File: config.mk
export PLATFORM = sky130hd
export DESIGN_NAME = alu_seq_flat
export DESIGN_NICKNAME = d
export VERILOG_FILES = /design/src/rtl/alu_pkg.sv /design/src/rtl/alu_seq_if.sv /design/src/rtl/alu_seq_mul_iter.sv /design/src/rtl/alu_seq.sv /design/src/flat_wrapper.sv
export SDC_FILE = /design/constraint.sdc
export NUM_CORES = 1
export LEC_CHECK = 0
export ABC_AREA = 0
export ABC_CLOCK_PERIOD_IN_PS = 9200
export CAP_MARGIN = 20
export CORE_ASPECT_RATIO = 0.75
export CORE_UTILIZATION = 40
export CTS_BUF_LIST = sky130_fd_sc_hd__clkbuf_2
export DETAILED_ROUTE_END_ITERATION = 10
export PLACE_DENSITY_LB_ADDON = 0.1
export SYNTH_ARGS = -nofsm -noshare
export SYNTH_HDL_FRONTEND = slang
export SYNTH_SLANG_ARGS = --single-unit
File: constraint.sdc
create_clock -name clk -period 9.2 [get_ports clk]
set_input_delay 1.84 -clock clk [delete_from_list [all_inputs] [get_ports clk]]
set_output_delay 1.84 -clock clk [all_outputs]
set_load 0.02 [all_outputs]
File: src/rtl/alu_pkg.sv
`default_nettype none
// ============================================================================
//  Module      : alu_pkg
//  Description : Shared types for the sequential ALU: opcodes, result flags
//                and control-FSM states.
//  Revision    : 1.0 - initial release
// ============================================================================
package alu_pkg;

   // Operation codes carried on the 4-bit oper field
   typedef enum logic [3:0] {
      OP_ADD = 4'd0,
      OP_SUB = 4'd1,
      OP_AND = 4'd2,
      OP_OR  = 4'd3,
      OP_XOR = 4'd4,
      OP_SHL = 4'd5,
      OP_SHR = 4'd6,
      OP_ASR = 4'd7,
      OP_ROL = 4'd8,
      OP_MUL = 4'd9
   } opcode_t;

   // Flags registered alongside every result
   typedef struct packed {
      logic zero;
      logic carry;
      logic negative;
      logic overflow;
      logic illegal;
   } flags_t;

   // Control FSM states
   typedef enum logic [1:0] {
      ST_IDLE = 2'd0,
      ST_MUL  = 2'd1,
      ST_DONE = 2'd2
   } state_t;

endpackage : alu_pkg
`default_nettype wire

File: src/rtl/alu_seq_if.sv
`default_nettype none
// ============================================================================
//  Module      : alu_seq_if
//  Description : Request/result handshake bundle between the issuing stage
//                (master) and the sequential ALU (slave).
//  Revision    : 1.0 - initial release
// ============================================================================
interface alu_seq_if #(
   parameter int WIDTH = 8
);
   logic             in_valid;
   logic             in_ready;
   logic [WIDTH-1:0] A;
   logic [WIDTH-1:0] B;
   logic [3:0]       oper;
   logic             out_valid;
   logic             out_ready;
   logic [WIDTH-1:0] R;
   logic             zero;
   logic             carry;
   logic             negative;
   logic             overflow;
   logic             illegal;

   modport master (
      output in_valid, A, B, oper, out_ready,
      input  in_ready, out_valid, R, zero, carry, negative, overflow, illegal
   );

   modport slave (
      input  in_valid, A, B, oper, out_ready,
      output in_ready, out_valid, R, zero, carry, negative, overflow, illegal
   );
endinterface : alu_seq_if
`default_nettype wire

File: src/rtl/alu_seq_mul_iter.sv
`default_nettype none
// ============================================================================
//  Module      : alu_mul_iter
//  Description : WIDTH-cycle shift-add unsigned multiplier. Operands load on
//                i_start; o_done/o_prod present the finished product during
//                the cycle of the last iteration so the caller can register it
//                on that same edge.
//  Revision    : 1.0 - initial release
// ============================================================================
module alu_mul_iter #(
   parameter int WIDTH = 8
) (
   input  wire logic                 clk,
   input  wire logic                 rst,
   input  wire logic                 i_start,
   input  wire logic [WIDTH-1:0]     i_a,
   input  wire logic [WIDTH-1:0]     i_b,
   output logic                      o_done,
   output logic [2*WIDTH-1:0]        o_prod
);
   localparam int c_CNT_W = $clog2(WIDTH + 1);

   logic                 r_busy;
   logic [c_CNT_W-1:0]   r_cnt;
   logic [WIDTH-1:0]     r_mcand;
   logic [2*WIDTH-1:0]   r_p;      // {partial high half, remaining multiplier bits}

   logic [WIDTH:0]       w_addend;
   logic [WIDTH:0]       w_sum;
   logic [2*WIDTH-1:0]   w_p_next;

   // One iteration: add multiplicand into the high half when the LSB is set, then shift right
   always_comb begin
      w_addend = r_p[0] ? {1'b0, r_mcand} : '0;
      w_sum    = {1'b0, r_p[2*WIDTH-1:WIDTH]} + w_addend;
      w_p_next = {w_sum, r_p[WIDTH-1:1]};
   end

   assign o_done = r_busy && (r_cnt == c_CNT_W'(1));
   assign o_prod = w_p_next;

   // Iteration state: load on start, step once per cycle while busy
   always_ff @(posedge clk) begin
      if (rst) begin
         r_busy  <= 1'b0;
         r_cnt   <= '0;
         r_mcand <= '0;
         r_p     <= '0;
      end else if (i_start) begin
         r_busy  <= 1'b1;
         r_cnt   <= c_CNT_W'(WIDTH);
         r_mcand <= i_a;
         r_p     <= {{WIDTH{1'b0}}, i_b};
      end else if (r_busy) begin
         r_p   <= w_p_next;
         r_cnt <= r_cnt - c_CNT_W'(1);
         if (r_cnt == c_CNT_W'(1)) begin
            r_busy <= 1'b0;
         end
      end
   end
endmodule : alu_mul_iter
`default_nettype wire

File: src/rtl/alu_seq.sv
`default_nettype none
// ============================================================================
//  Module      : alu_seq
//  Description : Sequential ALU with registered result/flags, valid/ready
//                handshakes on both sides and an optional iterative multiplier.
//  Revision    : 1.0 - initial release
// ============================================================================
module alu_seq
   import alu_pkg::*;
#(
   parameter int WIDTH  = 8,
   parameter bit MUL_EN = 1'b1
) (
   input wire logic    clk,
   input wire logic    rst,
   alu_seq_if.slave    bus
);
   // Rotate amount is B mod WIDTH; WIDTH always fits in WIDTH bits for WIDTH >= 4
   localparam logic [WIDTH-1:0] c_WIDTH_V = WIDTH'(WIDTH);

   state_t               r_state;
   state_t               w_state_nxt;
   logic [WIDTH-1:0]     r_R;
   flags_t               r_flags;

   logic                 w_in_ready;
   logic                 w_accept;
   logic                 w_consume;
   logic                 w_is_mul;
   logic                 w_mul_start;
   logic                 w_load_alu;
   logic                 w_load_mul;
   logic                 w_mul_done;
   logic [2*WIDTH-1:0]   w_mul_prod;

   logic [WIDTH:0]         w_add;
   logic [WIDTH:0]         w_sub;
   logic [WIDTH:0]         w_shl_ext;   // {carry, R}
   logic [WIDTH:0]         w_shr_ext;   // {R, carry}
   logic signed [WIDTH:0]  w_asr_ext;   // {R, carry}
   logic [WIDTH-1:0]       w_rot_amt;
   logic [2*WIDTH-1:0]     w_rol_ext;

   logic [WIDTH-1:0]     w_alu_R;
   logic                 w_alu_c;
   logic                 w_alu_ov;
   logic                 w_alu_ill;
   flags_t               w_alu_flags;
   flags_t               w_mul_flags;

   // Shifts are done on a one-bit-extended word so the last bit shifted out
   // lands in the extension bit; oversized amounts naturally yield 0 (or sign fill for ASR).
   assign w_add     = {1'b0, bus.A} + {1'b0, bus.B};
   assign w_sub     = {1'b0, bus.A} - {1'b0, bus.B};
   assign w_shl_ext = {1'b0, bus.A} << bus.B;
   assign w_shr_ext = {bus.A, 1'b0} >> bus.B;
   assign w_asr_ext = $signed({bus.A, 1'b0}) >>> bus.B;
   assign w_rot_amt = bus.B % c_WIDTH_V;
   assign w_rol_ext = {bus.A, bus.A} << w_rot_amt;

   // Single-cycle result and flags for every non-MUL opcode
   always_comb begin
      w_alu_R   = '0;
      w_alu_c   = 1'b0;
      w_alu_ov  = 1'b0;
      w_alu_ill = 1'b0;
      case (opcode_t'(bus.oper))
         OP_ADD: begin
            w_alu_R  = w_add[WIDTH-1:0];
            w_alu_c  = w_add[WIDTH];
            w_alu_ov = (bus.A[WIDTH-1] == bus.B[WIDTH-1]) &&
                       (w_add[WIDTH-1] != bus.A[WIDTH-1]);
         end
         OP_SUB: begin
            w_alu_R  = w_sub[WIDTH-1:0];
            w_alu_c  = w_sub[WIDTH];
            w_alu_ov = (bus.A[WIDTH-1] != bus.B[WIDTH-1]) &&
                       (w_sub[WIDTH-1] != bus.A[WIDTH-1]);
         end
         OP_AND: w_alu_R = bus.A & bus.B;
         OP_OR:  w_alu_R = bus.A | bus.B;
         OP_XOR: w_alu_R = bus.A ^ bus.B;
         OP_SHL: begin
            w_alu_R = w_shl_ext[WIDTH-1:0];
            w_alu_c = w_shl_ext[WIDTH];
         end
         OP_SHR: begin
            w_alu_R = w_shr_ext[WIDTH:1];
            w_alu_c = w_shr_ext[0];
         end
         OP_ASR: begin
            w_alu_R = w_asr_ext[WIDTH:1];
            w_alu_c = w_asr_ext[0];
         end
         OP_ROL: w_alu_R = w_rol_ext[2*WIDTH-1:WIDTH];
         OP_MUL: w_alu_ill = !MUL_EN;
         default: w_alu_ill = 1'b1;
      endcase
      w_alu_flags.zero     = (w_alu_R == '0);
      w_alu_flags.carry    = w_alu_c;
      w_alu_flags.negative = w_alu_R[WIDTH-1];
      w_alu_flags.overflow = w_alu_ov;
      w_alu_flags.illegal  = w_alu_ill;
   end

   // Flags for the multiplier's final product
   always_comb begin
      w_mul_flags.zero     = (w_mul_prod[WIDTH-1:0] == '0);
      w_mul_flags.carry    = |w_mul_prod[2*WIDTH-1:WIDTH];
      w_mul_flags.negative = w_mul_prod[WIDTH-1];
      w_mul_flags.overflow = 1'b0;
      w_mul_flags.illegal  = 1'b0;
   end

   // In DONE a new request may be taken only on the cycle the result is consumed
   assign w_in_ready = !rst && ((r_state == ST_IDLE) ||
                                ((r_state == ST_DONE) && bus.out_ready));
   assign w_accept   = bus.in_valid && w_in_ready;
   assign w_consume  = (r_state == ST_DONE) && bus.out_ready;
   assign w_is_mul   = MUL_EN && (bus.oper == OP_MUL);

   // Next-state: an accept (possible in IDLE or on a consuming DONE cycle) overrides the default
   always_comb begin
      w_state_nxt = r_state;
      w_load_alu  = 1'b0;
      w_load_mul  = 1'b0;
      w_mul_start = 1'b0;
      case (r_state)
         ST_IDLE: w_state_nxt = ST_IDLE;
         ST_MUL: begin
            if (w_mul_done) begin
               w_load_mul  = 1'b1;
               w_state_nxt = ST_DONE;
            end
         end
         ST_DONE: w_state_nxt = w_consume ? ST_IDLE : ST_DONE;
         default: w_state_nxt = ST_IDLE;
      endcase
      if (w_accept) begin
         if (w_is_mul) begin
            w_mul_start = 1'b1;
            w_state_nxt = ST_MUL;
         end else begin
            w_load_alu  = 1'b1;
            w_state_nxt = ST_DONE;
         end
      end
   end

   // State register
   always_ff @(posedge clk) begin
      if (rst) begin
         r_state <= ST_IDLE;
      end else begin
         r_state <= w_state_nxt;
      end
   end

   // Result/flag registers; held while waiting for the consumer
   always_ff @(posedge clk) begin
      if (rst) begin
         r_R     <= '0;
         r_flags <= '0;
      end else if (w_load_alu) begin
         r_R     <= w_alu_R;
         r_flags <= w_alu_flags;
      end else if (w_load_mul) begin
         r_R     <= w_mul_prod[WIDTH-1:0];
         r_flags <= w_mul_flags;
      end
   end

   generate
      if (MUL_EN) begin : g_mul
         alu_mul_iter #(
            .WIDTH (WIDTH)
         ) u_mul (
            .clk     (clk),
            .rst     (rst),
            .i_start (w_mul_start),
            .i_a     (bus.A),
            .i_b     (bus.B),
            .o_done  (w_mul_done),
            .o_prod  (w_mul_prod)
         );
      end else begin : g_no_mul
         assign w_mul_done = 1'b0;
         assign w_mul_prod = '0;
      end
   endgenerate

   assign bus.in_ready  = w_in_ready;
   assign bus.out_valid = (r_state == ST_DONE);
   assign bus.R         = r_R;
   assign bus.zero      = r_flags.zero;
   assign bus.carry     = r_flags.carry;
   assign bus.negative  = r_flags.negative;
   assign bus.overflow  = r_flags.overflow;
   assign bus.illegal   = r_flags.illegal;

endmodule : alu_seq
`default_nettype wire

File: src/flat_wrapper.sv
// flat-port wrapper written by rule: the top's interface ports become plain ports
module alu_seq_flat import alu_pkg::*;
#(
   parameter int WIDTH  = 8,
   parameter bit MUL_EN = 1'b1
)
  (clk, rst, bus_in_valid, bus_A, bus_B, bus_oper, bus_out_ready, bus_in_ready, bus_out_valid, bus_R, bus_zero, bus_carry, bus_negative, bus_overflow, bus_illegal);
  alu_seq_if #(.WIDTH(WIDTH)) bus_i ();
  input wire logic clk;
  input wire logic rst;
  input wire logic [$bits(bus_i.in_valid)-1:0] bus_in_valid;
  input wire logic [$bits(bus_i.A)-1:0] bus_A;
  input wire logic [$bits(bus_i.B)-1:0] bus_B;
  input wire logic [$bits(bus_i.oper)-1:0] bus_oper;
  input wire logic [$bits(bus_i.out_ready)-1:0] bus_out_ready;
  output wire logic [$bits(bus_i.in_ready)-1:0] bus_in_ready;
  output wire logic [$bits(bus_i.out_valid)-1:0] bus_out_valid;
  output wire logic [$bits(bus_i.R)-1:0] bus_R;
  output wire logic [$bits(bus_i.zero)-1:0] bus_zero;
  output wire logic [$bits(bus_i.carry)-1:0] bus_carry;
  output wire logic [$bits(bus_i.negative)-1:0] bus_negative;
  output wire logic [$bits(bus_i.overflow)-1:0] bus_overflow;
  output wire logic [$bits(bus_i.illegal)-1:0] bus_illegal;
  assign bus_i.in_valid = bus_in_valid;
  assign bus_i.A = bus_A;
  assign bus_i.B = bus_B;
  assign bus_i.oper = bus_oper;
  assign bus_i.out_ready = bus_out_ready;
  assign bus_in_ready = bus_i.in_ready;
  assign bus_out_valid = bus_i.out_valid;
  assign bus_R = bus_i.R;
  assign bus_zero = bus_i.zero;
  assign bus_carry = bus_i.carry;
  assign bus_negative = bus_i.negative;
  assign bus_overflow = bus_i.overflow;
  assign bus_illegal = bus_i.illegal;
  alu_seq #(.WIDTH(WIDTH), .MUL_EN(MUL_EN)) u_core (.clk(clk), .rst(rst), .bus(bus_i));
endmodule
==> impl_results.md, run 1 <==
- Via count: 4,517
- TritonCTS clock tree: yes
- NetSw: 0.170 mW
- Post-synth ARST share: 0
- Synth Cell Area: 0.00469 mm^2
- Final wirelength: 14,800 um
- HP Class: reg2reg
- CTS H-tree depth: 2
- PortBufs: 38
- CP cell instances: clkdlybuf4s50_1 > buf_4 > nor2_1 > clkdlybuf4s50_1
- CP Launch Type: primary input
- Syn Area/Cell: 8.13 um^2
- Vias per inst: 6.21
- Largest net degree at the start of global routing: 36
- Total CTS buffers: 5
- Row count: 33
- Outcome: complete, no violations
- RSZ-0062 raised after global routing: no
- CP endpoint kind: output pin
- Number of global-route vias before repair: 4,151
- Unique masters post-synth: 75
- WL/cell: 20.4 um
- Clk pwr share: 0.231
- Hold Slack: 0.475 ns
- CTS Buffer Depth: 2
- Final setup violating endpoints: 0
- Crit-path max FO: 35
- Post-CTS Setup Inserts: 0
- Combinational Power Share: 0.360
- First-pass GRT wire length: 23,500 um
- Net Count, Synth: 640
- Die Footprint: 0.0122 mm^2
- Top cell by count, worst path: clkdlybuf4s50_1
- CTS resizes: 0
- Most used flip-flop cell after synthesis: dfxtp_1
- Nets: 651
- Initial Util: 0.420
- Leak pwr: 1.99 nW
- Flip-flop and latch count after synthesis: 43
- PD cells: 92.0 mW/mm^2
- Slowest stage cell, crit path: clkdlybuf4s50_1
- Worst stage delay on the critical path: 0.66 ns
- GRT Overall Usage: 0.251
- Sequential area share after synthesis: 0.184
- Worst-Margin Slew: 1.02 ns
- MaxCap Viol Count: 0
- Clk Tree Root Cell: clkbuf_2
- Data required, critical path: 7.36 ns
- Power Total: 0.476 mW
- Area grow syn2layout: 10.5%
- Horiz. Die Dim: 127 um
- Final ANT Viol Nets: 0
- Synthesized instance count: 576
- # fillers: 1,099
- Die H: 95.7 um
- Number of enable flip-flop cells after synthesis: 0
- Ports: 39
- Skew-Pair Late Insertion Delay: 0.43 ns
- Setup TNS: 0 ns
- Crit Path Category: in2out
- Endpoints failing hold: 0
- Max Fclk: 190 MHz
- Clk sinks: 43
- Initial antenna violation count: 0
- Cell Int Power: 0.306 mW
- Final Cycle Share: 0.573
- CTS clk-pin slew, worst paths: 0.23 ns
- Seq pwr share: 0.408
- Final HPWL DP: 11,200 um
- Warnings from Yosys: 0
- RD Place Congestion: 0.966
- Post-layout minimum cycle time: 5.27 ns
- Core box area: 0.0111 mm^2
- Slew Limit Fails: 0
- Clk_skew: 0.0210 ns
- Proportion of layout cells with a drive suffix above 1: 0.0903
- Hold Buf Count CTS: 0
- Worst R2R Setup Slack: 6.61 ns
- VDD IR max: 0.0576 mV
- Critical path arrival: 3.43 ns
- Pre-antenna DRT Iters: 6
- Sw frac: 0.358
- DRC viols: 0
- Ant. Diodes: 0
- Slew HR: 0.314
- GRT overflow: 0
- Initial DRC count: 476
- Final core occ: 0.464
==> cell families after synthesis <==
group,Yosys count,synth area share
buffers and inverters,81,0.0745
AND/OR/NAND/NOR,192,0.215
AO/OA/AOI/OAI,155,0.240
adder cells (fa/ha/maj),40,0.112
XOR/XNOR,7,0.0131
multiplexers,58,0.161
flip-flops,43,0.184
==> area by class of cell <==
type                       count  area, um^2  area share
clock buffer                   6        30.0     0.00580
inverter                      36         135      0.0261
timing repair buffer          49         463      0.0894
multi-input combinational    452        3480       0.673
sequential                    43         861       0.166
tap                          140         175      0.0338
clock inverter                 1        30.0     0.00580
==> cells in the final DEF, fill, tap and decap left out, drive strengths merged, types with 8 or more instances in the layout <==
cell / synthesis / final
nor2: 59 / 59
dfxtp: 43 / 43
clkdlybuf4s50: 0 / 38
ha: 37 / 37
inv: 36 / 36
nand2: 33 / 33
mux2i: 32 / 32
a211oi: 30 / 30
a21oi: 29 / 29
nor2b: 18 / 18
o21ai: 17 / 17
mux2: 14 / 14
mux4: 12 / 12
nor3: 12 / 12
buf: 19 / 11
and2: 10 / 10
nor4: 10 / 10
a31oi: 8 / 8
a2111oi: 8 / 8
==> registers in the layout, summed over array words and instances (netlist names), 2 cells and up <==
signal / flops
u_core.g_mul.u_mul.r_mcand: 8
u_core.bus.R: 7
u_core.r_state: 2
u_core.g_mul.u_mul.r_cnt: 4
u_core.g_mul.u_mul.r_p: 16
==> worst max-delay path, delay by kind of cell <==
kind	cells	cell delay [ns]
buf+inv	3	1.29
simple gates	1	0.28
==> metrics by stage <==
stage	instance area, um^2	setup WS [ns]	std cells
floorplan	4690	4.98	576
global placement	5120	3.91	720
detailed placement	5120	3.91	720
CTS	5180	3.93	727
global route	5180	3.86	727
finish	5180	3.93	727
==> routing by layer <==
metal	share of wire	GRT usage
met3	0.079	0.0506
met5	0	0
met1	0.51	0.384
met4	0.0045	0.0228
met2	0.41	0.371
==> cells in the mapped netlist, types with 7 or more instances <==
cell type | instances | area share
clkbuf_1 | 26 | 0.021
nor2b_1 | 18 | 0.024
and2_1 | 10 | 0.013
inv_1 | 35 | 0.028
nor3_1 | 12 | 0.013
dfxtp_1 | 43 | 0.18
o21ai_0 | 14 | 0.015
nand2_1 | 33 | 0.026
nand3_1 | 7 | 0.0075
nor2_1 | 59 | 0.047
nor4_1 | 9 | 0.012
a211oi_1 | 30 | 0.048
buf_2 | 12 | 0.013
mux4_2 | 12 | 0.058
ha_1 | 37 | 0.099
a21oi_1 | 29 | 0.031
a31oi_1 | 8 | 0.011
mux2i_1 | 32 | 0.068
mux2_2 | 10 | 0.024
==> final timing paths <==
path | startpoint | depth (start not counted) | to
min | u_core.bus.illegal$_SDFFE_PP0P_ | 2 | u_core.bus.illegal$_SDFFE_PP0P_
min reg2reg | u_core.bus.illegal$_SDFFE_PP0P_ | 2 | u_core.bus.illegal$_SDFFE_PP0P_
max reg2reg | u_core.g_mul.u_mul.r_p[0]$_SDFFE_PP0P_ | 10 | u_core.g_mul.u_mul.r_p[14]$_SDFFE_PP0P_
max | rst | 4 | bus_in_ready
==> power by group through the flow <==
stage / combinational (mW) / sequential (mW) / clock [mW]
4_1_cts: 0.169 / 0.195 / 0.114
5_1_grt: 0.185 / 0.195 / 0.122
3_3_place_gp: 0.169 / 0.198 / 0
2_1_floorplan: 0.108 / 0.201 / 0
6_report: 0.172 / 0.194 / 0.110
3_5_place_dp: 0.168 / 0.198 / 0
No activity file was read; power rests on OpenSTA's default activity.
==> run 2: changes to the inputs <==
--- a/config.mk
+++ b/config.mk
@@ -6,7 +6,7 @@
 export NUM_CORES = 1
 export LEC_CHECK = 0
 export ABC_AREA = 0
-export ABC_CLOCK_PERIOD_IN_PS = 9200
+export ABC_CLOCK_PERIOD_IN_PS = 4600
 export CAP_MARGIN = 20
 export CORE_ASPECT_RATIO = 0.75
 export CORE_UTILIZATION = 40
==> constraint.sdc (replaced) <==
create_clock -name clk -period 4.6 [get_ports clk]
set_input_delay 0.92 -clock clk [delete_from_list [all_inputs] [get_ports clk]]
set_output_delay 0.92 -clock clk [all_outputs]
set_load 0.02 [all_outputs]
==> run 2 against run 1 <==
Clock-buffer cell count decreased by 1; largest cell class unchanged; non-clock buffer count increased by 15; critical path depth increased by 6; combinational power increased by 110%; register-to-register slack got worse by 4.6 ns; via count increased by 3.9%; highest routed layer unchanged; cell count increased by 2.2%; clock skew increased by 0.012 ns.
==> impl_results.md, run 2 (synthesized netlist as in run 1, its figures left out) <==
- Top reg by flops: u_core.g_mul.u_mul.r_p
- Outcome: complete, no violations
- Hold Slack: 0.483 ns (+0.00823 ns)
- Largest net degree at the start of global routing: 32 (-11%)
- Ant. Diodes: 0 (unchanged)
- Core box area: 0.0111 mm^2 (unchanged)
- Number of global-route vias before repair: 4,337 (+4.5%)
- Ports: 39 (unchanged)
- CP cell instances: clkdlybuf4s50_1 > inv_1 > ha_1 > nand3b_1 > a21oi_1 > o21bai_1 > o211ai_1 > a2111oi_2 > nand4_1 > o21ai_1
- Worst setup path endpoint: u_core.bus.zero$_SDFFE_PP0P_
- Slew HR: 0.563 (+0.249)
- Cells on worst reg2reg path: 10 (unchanged)
- Setup TNS: 0 ns (unchanged)
- CTS clk-pin slew, worst paths: 0.22 ns (about the same)
- Clk_skew: 0.0329 ns (+0.0118 ns)
- Initial Util: 0.420 (unchanged)
- RD Place Congestion: 0.984 (+1.9%)
- Clk Tree Root Cell: clkbuf_2
- Initial DRC count: 523 (+9.9%)
- MaxCap Viol Count: 0 (unchanged)
- CTS Buffer Depth: 2 (unchanged)
- Nets: 666 (+2.3%)
- CP endpoint kind: flip-flop
- Initial antenna violation count: 0 (unchanged)
- GRT Overall Usage: 0.267 (+0.0160)
- Final core occ: 0.475 (+0.0104)
- Slew Limit Fails: 0 (unchanged)
- GRT overflow: 0 (unchanged)
- Final HPWL DP: 12,100 um (+8.3%)
- Row count: 33 (unchanged)
- First-pass GRT wire length: 24,600 um (+4.5%)
- Max reg flops: 16 (unchanged)
- CTS H-tree depth: 2 (unchanged)
- Critical path arrival: 3.80 ns (+0.37 ns)
- Worst-Margin Slew: 0.648 ns (-0.372 ns)
- Worst R2R Setup Slack: 2.01 ns (-4.60 ns)
- Via count: 4,694 (+3.9%)
- WL/cell: 21.4 um (+4.9%)
- VDD IR max: 0.0920 mV (+60%)
- Clk sinks: 43 (unchanged)
- HP Class: reg2reg
- Hold Buf Count CTS: 0 (unchanged)
- Crit Path Category: in2reg
- Final wirelength: 15,900 um (+7.2%)
- PD cells: 183 mW/mm^2 (+99%)
- # fillers: 1,137 (+3.5%)
- Skew-Pair Late Insertion Delay: 0.44 ns (about the same)
- Most frequent cells in the layout: nor2_1 (59), dfxtp_1 (43), clkdlybuf4s50_1 (38), ha_1 (37), inv_1 (35)
- Slowest stage cell, crit path: clkdlybuf4s50_1
- TritonCTS clock tree: yes
- Pre-antenna DRT Iters: 5 (-1)
- Worst r2r src: u_core.g_mul.u_mul.r_p[0]$_SDFFE_PP0P_
- Post-CTS Setup Inserts: 0 (unchanged)
- Die Footprint: 0.0122 mm^2 (unchanged)
- Leading cell type in the layout, fill and taps excluded: nor2_1
- Final ANT Viol Nets: 0 (unchanged)
- RSZ-0062 raised after global routing: no
- Post-layout minimum cycle time: 3.41 ns
- Proportion of layout cells with a drive suffix above 1: 0.113 (+0.0225)
- Worst stage delay on the critical path: 0.72 ns (+0.06 ns)
- Vias per inst: 6.32 (+1.7%)
- Die H: 95.7 um (unchanged)
- R2r endpoint: u_core.bus.carry$_SDFFE_PP0P_
- Crit-path max FO: 9 (-74%)
- Critical path origin: bus_A[7]
- PortBufs: 38 (unchanged)
- Leak pwr: 2.06 nW (+3.8%)
- Data required, critical path: 4.99 ns (-2.37 ns)
- CTS resizes: 0 (unchanged)
- Area grow syn2layout: 13.0%
- Final Cycle Share: 0.742
- Max Fclk: 293 MHz
- DRC viols: 0 (unchanged)
- CP Launch Type: primary input
- Endpoints failing hold: 0 (unchanged)
- Horiz. Die Dim: 127 um (unchanged)
- Final setup violating endpoints: 0 (unchanged)
- Total CTS buffers: 5 (unchanged)
-- run 2: cell types whose count changed in the layout (fill, tap and decap cells not counted), sizes merged --
cell	before	now
clkinv	0	2
buf	11	26
clkbuf	6	5
-- run 2: per-stage QoR --
step	power [mW]	std cells	cell area (um^2)	setup slack (ns)
after global routing	1.02	743	5290	1.01
after global placement	0.742	735	5230	0.803
final	0.967	743	5290	1.19
after detailed placement	0.743	735	5230	0.780
after floorplan	0.618	576	4690	1.31
after CTS	0.968	743	5290	1.23
-- run 2: metal layers --
| metal | track usage | part of all wire | wire (um) | up-vias |
|---|---|---|---|---|
| met2 | 0.393 | 0.41 | 6480 | 215 |
| met3 | 0.0723 | 0.092 | 1470 | 24 |
| met4 | 0.0387 | 0.011 | 172 | 0 |
| met5 | 0 | 0 | 0 | - |
| li1 | - | - | - | 2201 |
| met1 | 0.393 | 0.49 | 7770 | 2254 |
-- run 2: layout make-up --
cell class	count	area (um^2)	share of cell area
Inverter	36	135	0.0255
Multi-Input combinational cell	452	3480	0.658
Clock buffer	5	25.0	0.00473
Tap cell	140	175	0.0331
Timing Repair Buffer	64	576	0.109
Clock inverter	3	38.8	0.00733
Sequential cell	43	861	0.163
-- run 2: worst max-delay path: cells and delay by family --
kind,cells,cell delay [ns]
adder cells (fa/ha/maj),1,0.46
buffers and inverters,2,0.99
AND/OR/NAND/NOR,2,0.28
AO/OA/AOI/OAI,5,1.16
-- run 2: power breakdown --
part / switching, mW / internal [mW] / total [mW]
clock: 0.131 / 0.0893 / 0.221
sequential: 0.00658 / 0.383 / 0.389
combinational: 0.212 / 0.145 / 0.357
-- run 2: worst min path at each step --
stage                                            start                                 endpoint  cells past startpoint
6_report               u_core.bus.illegal$_SDFFE_PP0P_          u_core.bus.illegal$_SDFFE_PP0P_                      2
5_1_grt                u_core.bus.illegal$_SDFFE_PP0P_          u_core.bus.illegal$_SDFFE_PP0P_                      2
4_1_cts                u_core.bus.illegal$_SDFFE_PP0P_          u_core.bus.illegal$_SDFFE_PP0P_                      2
3_5_place_dp           u_core.bus.illegal$_SDFFE_PP0P_          u_core.bus.illegal$_SDFFE_PP0P_                      2
3_3_place_gp           u_core.bus.illegal$_SDFFE_PP0P_          u_core.bus.illegal$_SDFFE_PP0P_                      2
2_1_floorplan  u_core.g_mul.u_mul.r_p[14]$_SDFFE_PP0P_  u_core.g_mul.u_mul.r_p[14]$_SDFFE_PP0P_                      2
==> run 3: changes to the inputs <==
--- a/config.mk
+++ b/config.mk
@@ -6,7 +6,7 @@
 export NUM_CORES = 1
 export LEC_CHECK = 0
 export ABC_AREA = 0
-export ABC_CLOCK_PERIOD_IN_PS = 4600
+export ABC_CLOCK_PERIOD_IN_PS = 3200
 export CAP_MARGIN = 20
 export CORE_ASPECT_RATIO = 0.75
 export CORE_UTILIZATION = 40
==> constraint.sdc (replaced) <==
create_clock -name clk -period 3.2 [get_ports clk]
set_input_delay 0.64 -clock clk [delete_from_list [all_inputs] [get_ports clk]]
set_output_delay 0.64 -clock clk [all_outputs]
set_load 0.02 [all_outputs]
==> run 3 against run 2 <==
Sequential cell count did not move; final area rose by 8.7%; die area is the same; critical path type unchanged.
==> impl_results.md, run 3 (synthesized netlist as in run 1, its figures left out) <==
- Vias per inst: 6.01 (-4.8%)
- CP Launch Type: primary input
- Initial antenna violation count: 0 (unchanged)
- Hold Buf Count CTS: 0 (unchanged)
- Max reg flops: 16 (unchanged)
- Leading cell type in the layout, fill and taps excluded: buf_4
- Initial DRC count: 482 (-7.8%)
- GR met3 Demand/Resource: 0.0628 (-0.00945)
- Worst stage delay on the critical path: 0.54 ns (-0.18 ns)
- Final ANT Viol Nets: 0 (unchanged)
- DP Worst Slack: -0.232 ns (-1.01 ns)
- PD cells: 257 mW/mm^2 (+41%)
- Proportion of layout cells with a drive suffix above 1: 0.191 (+0.0781)
- PortBufs: 38 (unchanged)
- Core box area: 0.0111 mm^2 (unchanged)
- Cell Int Power: 0.949 mW (+54%)
- Seq pwr share: 0.379 (-0.024)
- RD Place Congestion: 0.967 (-1.6%)
- CP endpoint kind: flip-flop
- GRT overflow: 0 (unchanged)
- CP cell instances: clkdlybuf4s50_1 > ha_1 > fa_1 > nor2b_1 > a211oi_1 > a2111oi_0 > a211o_1 > nor4_1 > buf_4 > nand4_1 > o21ai_1
- TritonCTS clock tree: yes
- Area grow syn2layout: 22.7%
- Fin cells: 800 (+7.7%)
- Number of global-route vias before repair: 4,570 (+5.4%)
- Hold Slack: 0.471 ns (-0.0114 ns)
- Skew-Pair Late Insertion Delay: 0.45 ns (about the same)
- Row count: 33 (unchanged)
- Post-CTS Setup Inserts: 0 (unchanged)
- MaxCap Viol Count: 0 (unchanged)
- Worst-Margin Slew: 0.628 ns (-0.0200 ns)
- Power Total: 1.48 mW (+53%)
- Horiz. Die Dim: 127 um (unchanged)
- DRC viols: 0 (unchanged)
- VDD IR max: 0.201 mV (+120%)
- Setup ws final: 0.217 ns (-0.969 ns)
- Pre-antenna DRT Iters: 5 (unchanged)
- Clk_skew: 0.0308 ns (-0.00207 ns)
- First-pass GRT wire length: 25,200 um (+2.4%)
- Placed Cells incl. Taps: 792 (+7.8%)
- Outcome: complete, no violations
- Grt peak-use layer: met1
- Nets: 723 (+8.6%)
- Final setup violating endpoints: 0 (unchanged)
- CTS resizes: 0 (unchanged)
- NetSw: 0.528 mW (+51%)
- Clk pwr share: 0.227 (about the same)
- Data required, critical path: 3.61 ns (-1.38 ns)
- HP Class: reg2reg
- Slew Limit Fails: 0 (unchanged)
- Largest net degree at the start of global routing: 33 (+3.1%)
- GRT Overall Usage: 0.271 (+0.00352)
- CP top delay family: buffers and inverters
- Most frequent cells in the layout: buf_4 (81), nor2_1 (59), dfxtp_1 (43), clkdlybuf4s50_1 (38), ha_1 (37)
- CTS H-tree depth: 2 (unchanged)
- Slowest stage cell, crit path: clkdlybuf4s50_1
- Ports: 39 (unchanged)
- Final core occ: 0.516 (+0.0411)
- Die Footprint: 0.0122 mm^2 (unchanged)
- # fillers: 1,079 (-5.1%)
- Endpoints failing hold: 0 (unchanged)
- Clk sinks: 43 (unchanged)
- Leak pwr: 2.35 nW (+14%)
- Ant. Diodes: 0 (unchanged)
- CTS clk-pin slew, worst paths: 0.26 ns (+0.04 ns)
- Post-layout minimum cycle time: 2.98 ns
- Crit-path max FO: 4 (-5)
- Via count: 4,809 (+2.4%)
- Grt met2 use: 0.395 (+0.00229)
- Slew HR: 0.582 (+0.0188)
- Final HPWL DP: 12,500 um (+3.4%)
- WP buf/inv: 2 (unchanged)
- Sw frac: 0.357 (-0.00422)
- Die H: 95.7 um (unchanged)
- Max Fclk: 335 MHz
- Clk Tree Root Cell: clkbuf_2
- WL/cell: 19.8 um (-7.6%)
- CTS Buffer Depth: 2 (unchanged)
- Critical path arrival: 3.39 ns (-0.41 ns)
- Combinational Power Share: 0.395 (+0.026)
- Met1 usage: 0.410 (+0.0166)
- Crit Path Category: in2reg
- Top reg by flops: u_core.g_mul.u_mul.r_p
- RSZ-0062 raised after global routing: no
- Total CTS buffers: 5 (unchanged)
- Final wirelength: 15,800 um (-0.53%)
- Initial Util: 0.420 (unchanged)
- Final Cycle Share: 0.932
run 3: cell types whose count changed in the layout (fill, tap and decap cells not counted):
cell and change:
buf_4 +55, buf_12 +2, clkinv_1 -1, clkinv_4 +1
run 3: metrics by stage:
step	instance area, um^2	TNS [ns]
final	5750	0
after global routing	5750	0
after CTS	5750	0
after detailed placement	5680	-0.948
after global placement	5680	-0.625
after floorplan	4690	0
run 3: final cells by class:
cell class                      count  area (um^2)  area share
Clock inverter                      3         43.8     0.00762
Inverter                           36          135      0.0235
Timing Repair Buffer              121         1030       0.179
Multi-Input combinational cell    452         3480       0.606
Tap cell                          140          175      0.0305
Clock buffer                        5         25.0     0.00435
Sequential cell                    43          861       0.150
run 3: final timing paths:
kind | startpoint | to | slack [ns] | cells after the start
setup reg to reg | u_core.g_mul.u_mul.r_p[0]$_SDFFE_PP0P_ | u_core.bus.carry$_SDFFE_PP0P_ | 0.60 | 10
hold reg to reg | u_core.bus.illegal$_SDFFE_PP0P_ | u_core.bus.illegal$_SDFFE_PP0P_ | 0.47 | 2
setup / recovery | bus_B[0] | u_core.bus.zero$_SDFFE_PP0P_ | 0.22 | 11
hold / removal | u_core.bus.illegal$_SDFFE_PP0P_ | u_core.bus.illegal$_SDFFE_PP0P_ | 0.47 | 2
run 3: worst min-delay path: cells and delay by family, from the launching register on:
kind               cells  cell delay (ns)
AOI/OAI and AO/OA      1             0.05
and+or+nand+nor        1             0.05
DFF                    1             0.37
run 3: power groups by stage:
stage                     logic, mW  clock network [mW]  registers, mW
after CTS                     0.574               0.338          0.560
after floorplan               0.310                   0          0.579
final                         0.583               0.335          0.560
after detailed placement      0.571                   0          0.570
after global routing          0.628               0.366          0.562
after global placement        0.571                   0          0.569
run 3: per-layer routing:
metal  vias to the layer above  wire length (um)
li1                       2329                 -
met2                       183              6390
met4                         0                87
met1                      2287              8000
met3                        10              1330
met5                         -                 0
